## src/rtl/lsu_pkg.sv

```systemverilog
// Shared types and helpers for the load/store unit: size encodings, FSM states,
// latched request record and big-endian lane mapping.
package lsu_pkg;

  localparam logic [1:0] LSU_BYTE = 2'b00;
  localparam logic [1:0] LSU_HALF = 2'b01;
  localparam logic [1:0] LSU_WORD = 2'b10;

  // Big-endian: offset 0 is the most significant lane, so the last offset sits at bit 0.
  localparam logic [1:0] LSU_BYTE_LANE_LAST = 2'd3;
  localparam logic       LSU_HALF_LANE_LAST = 1'b1;

  typedef enum logic [1:0] {
    ST_IDLE   = 2'd0,
    ST_ACCESS = 2'd1,
    ST_RESP   = 2'd2
  } lsu_state_e;

  typedef struct packed {
    logic        we;
    logic [1:0]  size;
    logic        is_unsigned;
    logic [31:0] wdata;
  } lsu_req_t;

  function automatic logic [4:0] byte_shift(input logic [1:0] off);
    byte_shift = {LSU_BYTE_LANE_LAST - off, 3'b000};
  endfunction

  function automatic logic [4:0] half_shift(input logic off_hi);
    half_shift = {LSU_HALF_LANE_LAST ^ off_hi, 4'b0000};
  endfunction

  function automatic logic is_misaligned(input logic [1:0] size, input logic [1:0] off);
    case (size)
      LSU_BYTE: is_misaligned = 1'b0;
      LSU_HALF: is_misaligned = off[0];
      default:  is_misaligned = (off != 2'b00);
    endcase
  endfunction

  function automatic logic [1:0] align_offset(input logic [1:0] size, input logic [1:0] off);
    case (size)
      LSU_BYTE: align_offset = off;
      LSU_HALF: align_offset = {off[1], 1'b0};
      default:  align_offset = 2'b00;
    endcase
  endfunction

endpackage

```

## src/rtl/lsu_if.sv

```systemverilog
// CPU-side request/response handshake of the load/store unit.
// master = CPU datapath, slave = load_store_unit.
interface lsu_if #(
  parameter int ADDR_W = 10
) ();
  logic              req_valid;
  logic              req_ready;
  logic              req_we;
  logic [1:0]        req_size;
  logic              req_unsigned;
  logic [ADDR_W+1:0] req_addr;
  logic [31:0]       req_wdata;
  logic              resp_valid;
  logic              resp_ready;
  logic [31:0]       resp_rdata;
  logic              resp_err;

  modport master (
    output req_valid, req_we, req_size, req_unsigned, req_addr, req_wdata, resp_ready,
    input  req_ready, resp_valid, resp_rdata, resp_err
  );

  modport slave (
    input  req_valid, req_we, req_size, req_unsigned, req_addr, req_wdata, resp_ready,
    output req_ready, resp_valid, resp_rdata, resp_err
  );
endinterface

```

## src/rtl/lsu_lane_align.sv

```systemverilog
// Big-endian lane extract/extend for loads and lane merge for stores.
// Purely combinational, no backpressure.
module lsu_lane_align
  import lsu_pkg::*;
(
  input  logic [31:0] rdata,
  input  logic [31:0] old_word,
  input  logic [31:0] wdata,
  input  logic [1:0]  offset,
  input  logic [1:0]  size,
  input  logic        is_unsigned,
  output logic [31:0] load_data,
  output logic [31:0] store_data
);

  logic [4:0]  bsh;
  logic [4:0]  hsh;
  logic [7:0]  lane_b;
  logic [15:0] lane_h;

  assign bsh = byte_shift(offset);
  assign hsh = half_shift(offset[1]);

  always_comb begin
    lane_b     = 8'(rdata >> bsh);
    lane_h     = 16'(rdata >> hsh);
    load_data  = rdata;
    store_data = wdata;
    case (size)
      LSU_BYTE: begin
        load_data  = is_unsigned ? {24'h0, lane_b} : {{24{lane_b[7]}}, lane_b};
        store_data = (old_word & ~(32'h0000_00FF << bsh)) | ({24'h0, wdata[7:0]} << bsh);
      end
      LSU_HALF: begin
        load_data  = is_unsigned ? {16'h0, lane_h} : {{16{lane_h[15]}}, lane_h};
        store_data = (old_word & ~(32'h0000_FFFF << hsh)) | ({16'h0, wdata[15:0]} << hsh);
      end
      default: begin
        load_data  = rdata;
        store_data = wdata;
      end
    endcase
  end

endmodule

```

## src/rtl/load_store_unit.sv

```systemverilog
// Byte-addressed load/store front end; sub-word stores are a one-cycle read-modify-write. Optional LSU_ALIGN_CHECK_EN.
// Latency 3 cycles (2 when misaligned); one request in flight, req_ready only in IDLE, response held until resp_ready.
module load_store_unit
  import lsu_pkg::*;
#(
  parameter int ADDR_W = 10
) (
  input  logic              clk,
  input  logic              rst_n,
  lsu_if.slave              bus,
  output logic [ADDR_W-1:0] mem_addr,
  output logic              mem_we,
  output logic [31:0]       mem_wdata,
  input  logic [31:0]       mem_rdata
);

  lsu_state_e        state;
  lsu_state_e        state_nxt;
  lsu_req_t          req_q;
  logic [ADDR_W+1:0] addr_q;
  logic [ADDR_W+1:0] addr_in;
  logic              misaligned;
  logic              accept;
  logic              in_access;
  logic [31:0]       load_data;
  logic [31:0]       store_data;
  logic [ADDR_W-1:0] mem_addr_q;
  logic [31:0]       mem_wdata_q;
  logic [31:0]       resp_rdata_q;
  logic              resp_err_q;

  assign accept    = (state == ST_IDLE) && bus.req_valid;
  assign in_access = (state == ST_ACCESS);

`ifdef LSU_ALIGN_CHECK_EN
  assign misaligned = is_misaligned(bus.req_size, bus.req_addr[1:0]);
  assign addr_in    = bus.req_addr;
`else
  // Without the check, low bits are silently rounded down to natural alignment.
  assign misaligned = 1'b0;
  assign addr_in    = {bus.req_addr[ADDR_W+1:2], align_offset(bus.req_size, bus.req_addr[1:0])};
`endif

  always_ff @(posedge clk) begin
    if (!rst_n) state <= ST_IDLE;
    else        state <= state_nxt;
  end

  always_comb begin
    state_nxt = state;
    case (state)
      ST_IDLE:   if (accept) state_nxt = misaligned ? ST_RESP : ST_ACCESS;
      ST_ACCESS: state_nxt = ST_RESP;
      ST_RESP:   if (bus.resp_ready) state_nxt = ST_IDLE;
      default:   state_nxt = ST_IDLE;
    endcase
  end

  lsu_lane_align u_lane_align (
    .rdata       (mem_rdata),
    .old_word    (mem_rdata),
    .wdata       (req_q.wdata),
    .offset      (addr_q[1:0]),
    .size        (req_q.size),
    .is_unsigned (req_q.is_unsigned),
    .load_data   (load_data),
    .store_data  (store_data)
  );

  // rst_n gates the strobe so a reset edge landing on ACCESS never commits a write.
  assign mem_we    = in_access & req_q.we & rst_n;
  assign mem_addr  = in_access ? addr_q[ADDR_W+1:2] : mem_addr_q;
  assign mem_wdata = (in_access && req_q.we) ? store_data : mem_wdata_q;

  assign bus.req_ready  = (state == ST_IDLE);
  assign bus.resp_valid = (state == ST_RESP);
  assign bus.resp_rdata = resp_rdata_q;
  assign bus.resp_err   = resp_err_q;

  always_ff @(posedge clk) begin
    if (!rst_n) begin
      req_q        <= '0;
      addr_q       <= '0;
      mem_addr_q   <= '0;
      mem_wdata_q  <= '0;
      resp_rdata_q <= '0;
      resp_err_q   <= 1'b0;
    end else begin
      if (accept) begin
        req_q.we          <= bus.req_we;
        req_q.size        <= bus.req_size;
        req_q.is_unsigned <= bus.req_unsigned;
        req_q.wdata       <= bus.req_wdata;
        addr_q            <= addr_in;
        resp_err_q        <= misaligned;
        resp_rdata_q      <= '0;
      end
      if (in_access) begin
        mem_addr_q   <= mem_addr;
        resp_rdata_q <= req_q.we ? 32'h0 : load_data;
        if (req_q.we) mem_wdata_q <= store_data;
      end
    end
  end

endmodule

```

## src/flat_wrapper.sv

```systemverilog
// flat-port wrapper written by rule: the top's interface ports become plain ports
module load_store_unit_flat import lsu_pkg::*;
#(
  parameter int ADDR_W = 10
)
  (clk, rst_n, mem_addr, mem_we, mem_wdata, mem_rdata, bus_req_valid, bus_req_we, bus_req_size, bus_req_unsigned, bus_req_addr, bus_req_wdata, bus_resp_ready, bus_req_ready, bus_resp_valid, bus_resp_rdata, bus_resp_err);
  lsu_if #(.ADDR_W(ADDR_W)) bus_i ();
  input  logic clk;
  input  logic rst_n;
  output logic [ADDR_W-1:0] mem_addr;
  output logic mem_we;
  output logic [31:0] mem_wdata;
  input  logic [31:0] mem_rdata;
  input wire logic [$bits(bus_i.req_valid)-1:0] bus_req_valid;
  input wire logic [$bits(bus_i.req_we)-1:0] bus_req_we;
  input wire logic [$bits(bus_i.req_size)-1:0] bus_req_size;
  input wire logic [$bits(bus_i.req_unsigned)-1:0] bus_req_unsigned;
  input wire logic [$bits(bus_i.req_addr)-1:0] bus_req_addr;
  input wire logic [$bits(bus_i.req_wdata)-1:0] bus_req_wdata;
  input wire logic [$bits(bus_i.resp_ready)-1:0] bus_resp_ready;
  output wire logic [$bits(bus_i.req_ready)-1:0] bus_req_ready;
  output wire logic [$bits(bus_i.resp_valid)-1:0] bus_resp_valid;
  output wire logic [$bits(bus_i.resp_rdata)-1:0] bus_resp_rdata;
  output wire logic [$bits(bus_i.resp_err)-1:0] bus_resp_err;
  assign bus_i.req_valid = bus_req_valid;
  assign bus_i.req_we = bus_req_we;
  assign bus_i.req_size = bus_req_size;
  assign bus_i.req_unsigned = bus_req_unsigned;
  assign bus_i.req_addr = bus_req_addr;
  assign bus_i.req_wdata = bus_req_wdata;
  assign bus_i.resp_ready = bus_resp_ready;
  assign bus_req_ready = bus_i.req_ready;
  assign bus_resp_valid = bus_i.resp_valid;
  assign bus_resp_rdata = bus_i.resp_rdata;
  assign bus_resp_err = bus_i.resp_err;
  load_store_unit #(.ADDR_W(ADDR_W)) u_core (.clk(clk), .rst_n(rst_n), .bus(bus_i), .mem_addr(mem_addr), .mem_we(mem_we), .mem_wdata(mem_wdata), .mem_rdata(mem_rdata));
endmodule
```

## config.mk

```make
export PLATFORM = sky130hd
export DESIGN_NAME = load_store_unit_flat
export DESIGN_NICKNAME = d
export VERILOG_FILES = /design/src/rtl/lsu_pkg.sv /design/src/rtl/lsu_if.sv /design/src/rtl/lsu_lane_align.sv /design/src/rtl/load_store_unit.sv /design/src/flat_wrapper.sv
export SDC_FILE = /design/constraint.sdc
export NUM_CORES = 1
export LEC_CHECK = 0
export CAP_MARGIN = 20
export CORE_UTILIZATION = 49
export CTS_CLUSTER_SIZE = 16
export DETAILED_ROUTE_END_ITERATION = 8
export PLACE_DENSITY = 0.82
export SLEW_MARGIN = 20
export SYNTH_ARGS = -nofsm -noshare
export SYNTH_HDL_FRONTEND = slang
export SYNTH_SLANG_ARGS = --single-unit
```

## constraint.sdc

```tcl
create_clock -name clk -period 2.2 [get_ports clk]
set_clock_uncertainty 0.15 [all_clocks]
set_input_delay 0.22 -clock clk [delete_from_list [all_inputs] [get_ports clk]]
set_output_delay 0.22 -clock clk [all_outputs]
set_load 0.005 [all_outputs]
```

==> results.md <==
- The flow ran to the end, but the final reports show violations.
- The checks that failed: DRC, setup timing.
- The relative slew slack is 0.540.
- Counting I/O delays and the setup requirement, the final critical path takes 2.34 ns.
- By startpoint and endpoint, the worst setup path is classified as flip-flop to output pin.
- Summed over all cells, the static leakage comes to 0.00389 uW.
- The TritonCTS clock tree is built.
- The count of final setup violators is 29.
- Of all flip-flops after synthesis, the portion carrying an async set or reset was 0.
- The library cells used most frequently in the layout, excluding fill and tap cells, are nand2_1, clkdlybuf4s50_1, dfxtp_1.
- The highest achievable clock rate is between 0.4 and 0.5 GHz.
- The fraction of layout cells with a size suffix above 1 is 0.307.
- In this run, synthesis inferred 0 flip-flops with an integrated enable.
- Counting every instance in the synthesized netlist gives ~730.
- The post-layout worst setup margin is -0.140 ns.
- After clock tree synthesis, the flow added hold-fix buffers numbering 0.
- The initial cell density of the core is 0.504.
- After synthesis, the cell types taking the most area are dfxtp_1, nand2_1, a21boi_0.
- After floorplanning, the core was sized to cover around 12000 um^2.
- The required arrival time at the worst endpoint is 1.83 ns.
- Setup repair after global routing could not meet its margin everywhere.
- The hold violation count in the final report is 0.
- The area overhead of the layout relative to synthesis is 60.1%.
- The worst setup path is launched from a flip-flop.
- The transition at the pin with the smallest max-transition slack is 0.690 ns.
- The endpoint type of the worst setup path is an output pin.
- The register area share after synthesis is 0.410.
- The post-place setup slack is -0.0695 ns.
- During placement, the flow inserted port buffers numbering 160.
- The min-delay analysis places its worst path in the category primary input to flip-flop.
- The critical path goes through or2_4 > a21oi_4 > buf_12 > buf_8 > mux2i_4 > a21oi_2 > buf_2.
- The number of H-tree levels is 4.
- The global-route wire length before repair is 34100 um.
- The number of antenna violations at the first check in global routing is 0.
- After detailed routing, the total wire length is 23400 um.
- The row count is 40.
- The total of flip-flops plus latches after synthesis is 124.
- Routability-driven placement finished with a final weighted congestion of 0.869.
- The tool flagged a number of max-cap violations equal to 0.
- The global routing usage summed across all routing layers is 0.348.
- The worst stage delay on the critical path is 0.34 ns.
- The detail route stage leaves a number of antenna-violating nets equal to 0.
- The top-level port count is ~160.
- Summed over all nets, the half-perimeter wirelength after detailed placement is around 14000 um.
- A synthesized cell averages 8.25 um^2.
- The post-detailed-route via-to-cell ratio is between 6 and 7.
- Entering global routing, the biggest net connects 83 pins.
- The length of the first detailed-routing pass in iterations is 9.
- In this run the worst path has a maximum fanout of 6.
- The count of clock tree sinks is 124.
- In the synthesized netlist the dominant register cell turns out to be dfxtp_1.
- The residual overflow from global routing is 0.
- Of all cell types, the one taking the most synthesized area is dfxtp_1.
- The overall die width is 113 um.
- The final-report max-slew violation count is 0.
- Clock-pin slew was measured on the worst setup and hold paths at 0.06 ns.
- Including well taps, the total number of placed cells is a little over 1000.
- For this run, the share of the core covered by cells in the final layout is 0.807.
- The die is around 110 um tall.
- The final net count is between 1000 and 1500.
- The maximum number of buffers from clock root to sink is 2.
- The synthesized cell area is 6050 um^2.
- The post-synthesis cell type count is 43.
- The count of synthesis-stage warnings from yosys is 0.
- Setup slack on the worst reg-to-reg path comes out at 0.05 ns.
- The share of synthesized area in the top cell type comes to 0.410.
- Dividing the detail-routed wire length by the instance count gives slightly above 20 um.
- The commonest non-fill, non-tap cell in the layout is nand2_1.
- After detailed routing, the number of remaining DRC violations is 1.
- The final route contains 6875 vias.
- VDD sags by at most around 0.39 mV.
- In the finished design, the share of the clock period the worst path needs comes to 1.06.
- The net count after synthesis is 818.
- At the worst endpoint, the arrival time is 1.97 ns.
- The via count of the first global-routing pass is 6589.
- The finished layout holds 1141 standard cells, fillers aside.
- The area of the die is approximately 13000 um^2.
- The number of antenna diodes in the final layout is 0.
- The root buffer selected by CTS is clkbuf_16.
- The later-pin clock latency in the skew report is 0.42 ns.
- The initial DRC count is between 700 and 800.
- The number of buffers added by the clock tree synthesis step is 17.
- The critical-path cell with the highest stage delay is dfxtp_2.
- The power per cell area is 660 nW/um^2.
## worst paths after layout
check                                          from                                      to  depth (start not counted)
max                   u_core.req_q[33]$_SDFFE_PN0P_                            mem_wdata[1]                          7
min                                           rst_n      u_core.mem_wdata_q[4]$_SDFFE_PN0P_                          3
max reg2reg           u_core.addr_q[1]$_SDFFE_PN0P_   u_core.bus.resp_rdata[8]$_SDFFE_PN0P_                          6
min reg2reg  u_core.bus.resp_rdata[25]$_SDFFE_PN0P_  u_core.bus.resp_rdata[25]$_SDFFE_PN0P_                          2
## cell type report
class | instances | area, um^2
Multi-Input combinational cell | 545 | 3650
Timing Repair Buffer | 292 | 2790
Clock buffer | 19 | 433
Inverter | 1 | 3.75
Clock inverter | 13 | 126
Fill cell | 738 | 2320
Sequential cell | 124 | 2500
Tap cell | 147 | 184
## flip-flops by register name, summed over array words and instances (netlist names)
register               count
u_core.addr_q             12
u_core.bus.resp_rdata     32
u_core.mem_addr_q         10
u_core.mem_wdata_q        32
u_core.req_q              36
u_core.state               2
## cells in the mapped netlist, types with 4 or more instances
library cell and n:
and2_1 20, a31oi_1 40, a22o_1 9, o21ai_0 58, nor2_1 41, or2_2 5
mux2i_1 14, nor2b_1 6, a32o_1 8, a22oi_1 12, buf_1 4, nand2_1 150
buf_2 21, clkbuf_1 35, mux2_2 31, nor3b_1 8, a222oi_1 12, o21a_1 9
a21boi_0 49, a21oi_1 34, nand2b_1 13, dfxtp_1 124
## logic make-up (layout without fill, tap and decap cells)
group / after synthesis / in the layout / share of synthesized area
AOI/OAI and AO/OA: 240 / 240 / 0.263
buffers and inverters: 67 / 325 / 0.0515
DFF: 124 / 124 / 0.410
muxes: 47 / 47 / 0.0864
other: 1 / 1 / 0.000619
and+or+nand+nor: 255 / 257 / 0.189
## report_power, final
part           switching [uW]  internal (uW)  leakage (uW)
Clock                    1030           1650      0.000272
Combinational             614            669       0.00260
Sequential               89.8           2350       0.00101
Total                    1740           4660       0.00389
## critical path, delay by kind of cell (launching register included)
kind,cells,cell delay [ns]
buffers and inverters,3,0.39
flip-flops,1,0.34
AND/OR/NAND/NOR,1,0.28
AO/OA/AOI/OAI,2,0.28
multiplexers,1,0.24
## layer usage
layer | vias up | share of wire | GRT usage
met1 | 3237 | 0.39 | 0.430
li1 | 3102 | - | -
met2 | 426 | 0.46 | 0.553
met4 | 0 | 0.054 | 0.218
met5 | - | 0 | 0
met3 | 110 | 0.091 | 0.0766
## stage by stage
step / total power, uW / hold slack, ns / TNS [ns] / cell area, um^2
2_1_floorplan: 2940 / 0.215 / 0 / 6050
3_3_place_gp: 3470 / 0.282 / -0.402 / 8120
3_5_place_dp: 3490 / 0.293 / -0.909 / 8120
4_1_cts: 6270 / 0.0294 / -1.08 / 9400
5_1_grt: 6570 / 0.0567 / -2.97 / 9700
6_report: 6400 / 0.0647 / -1.88 / 9700
## timing repair
action	4_1_cts	5_1_grt
gates resized for setup	206	57
pin swaps	47	43
endpoints found under the setup margin	51	39
setup buffers	42	25
gates cloned	9	0
No activity file was read; power rests on OpenSTA's default activity.
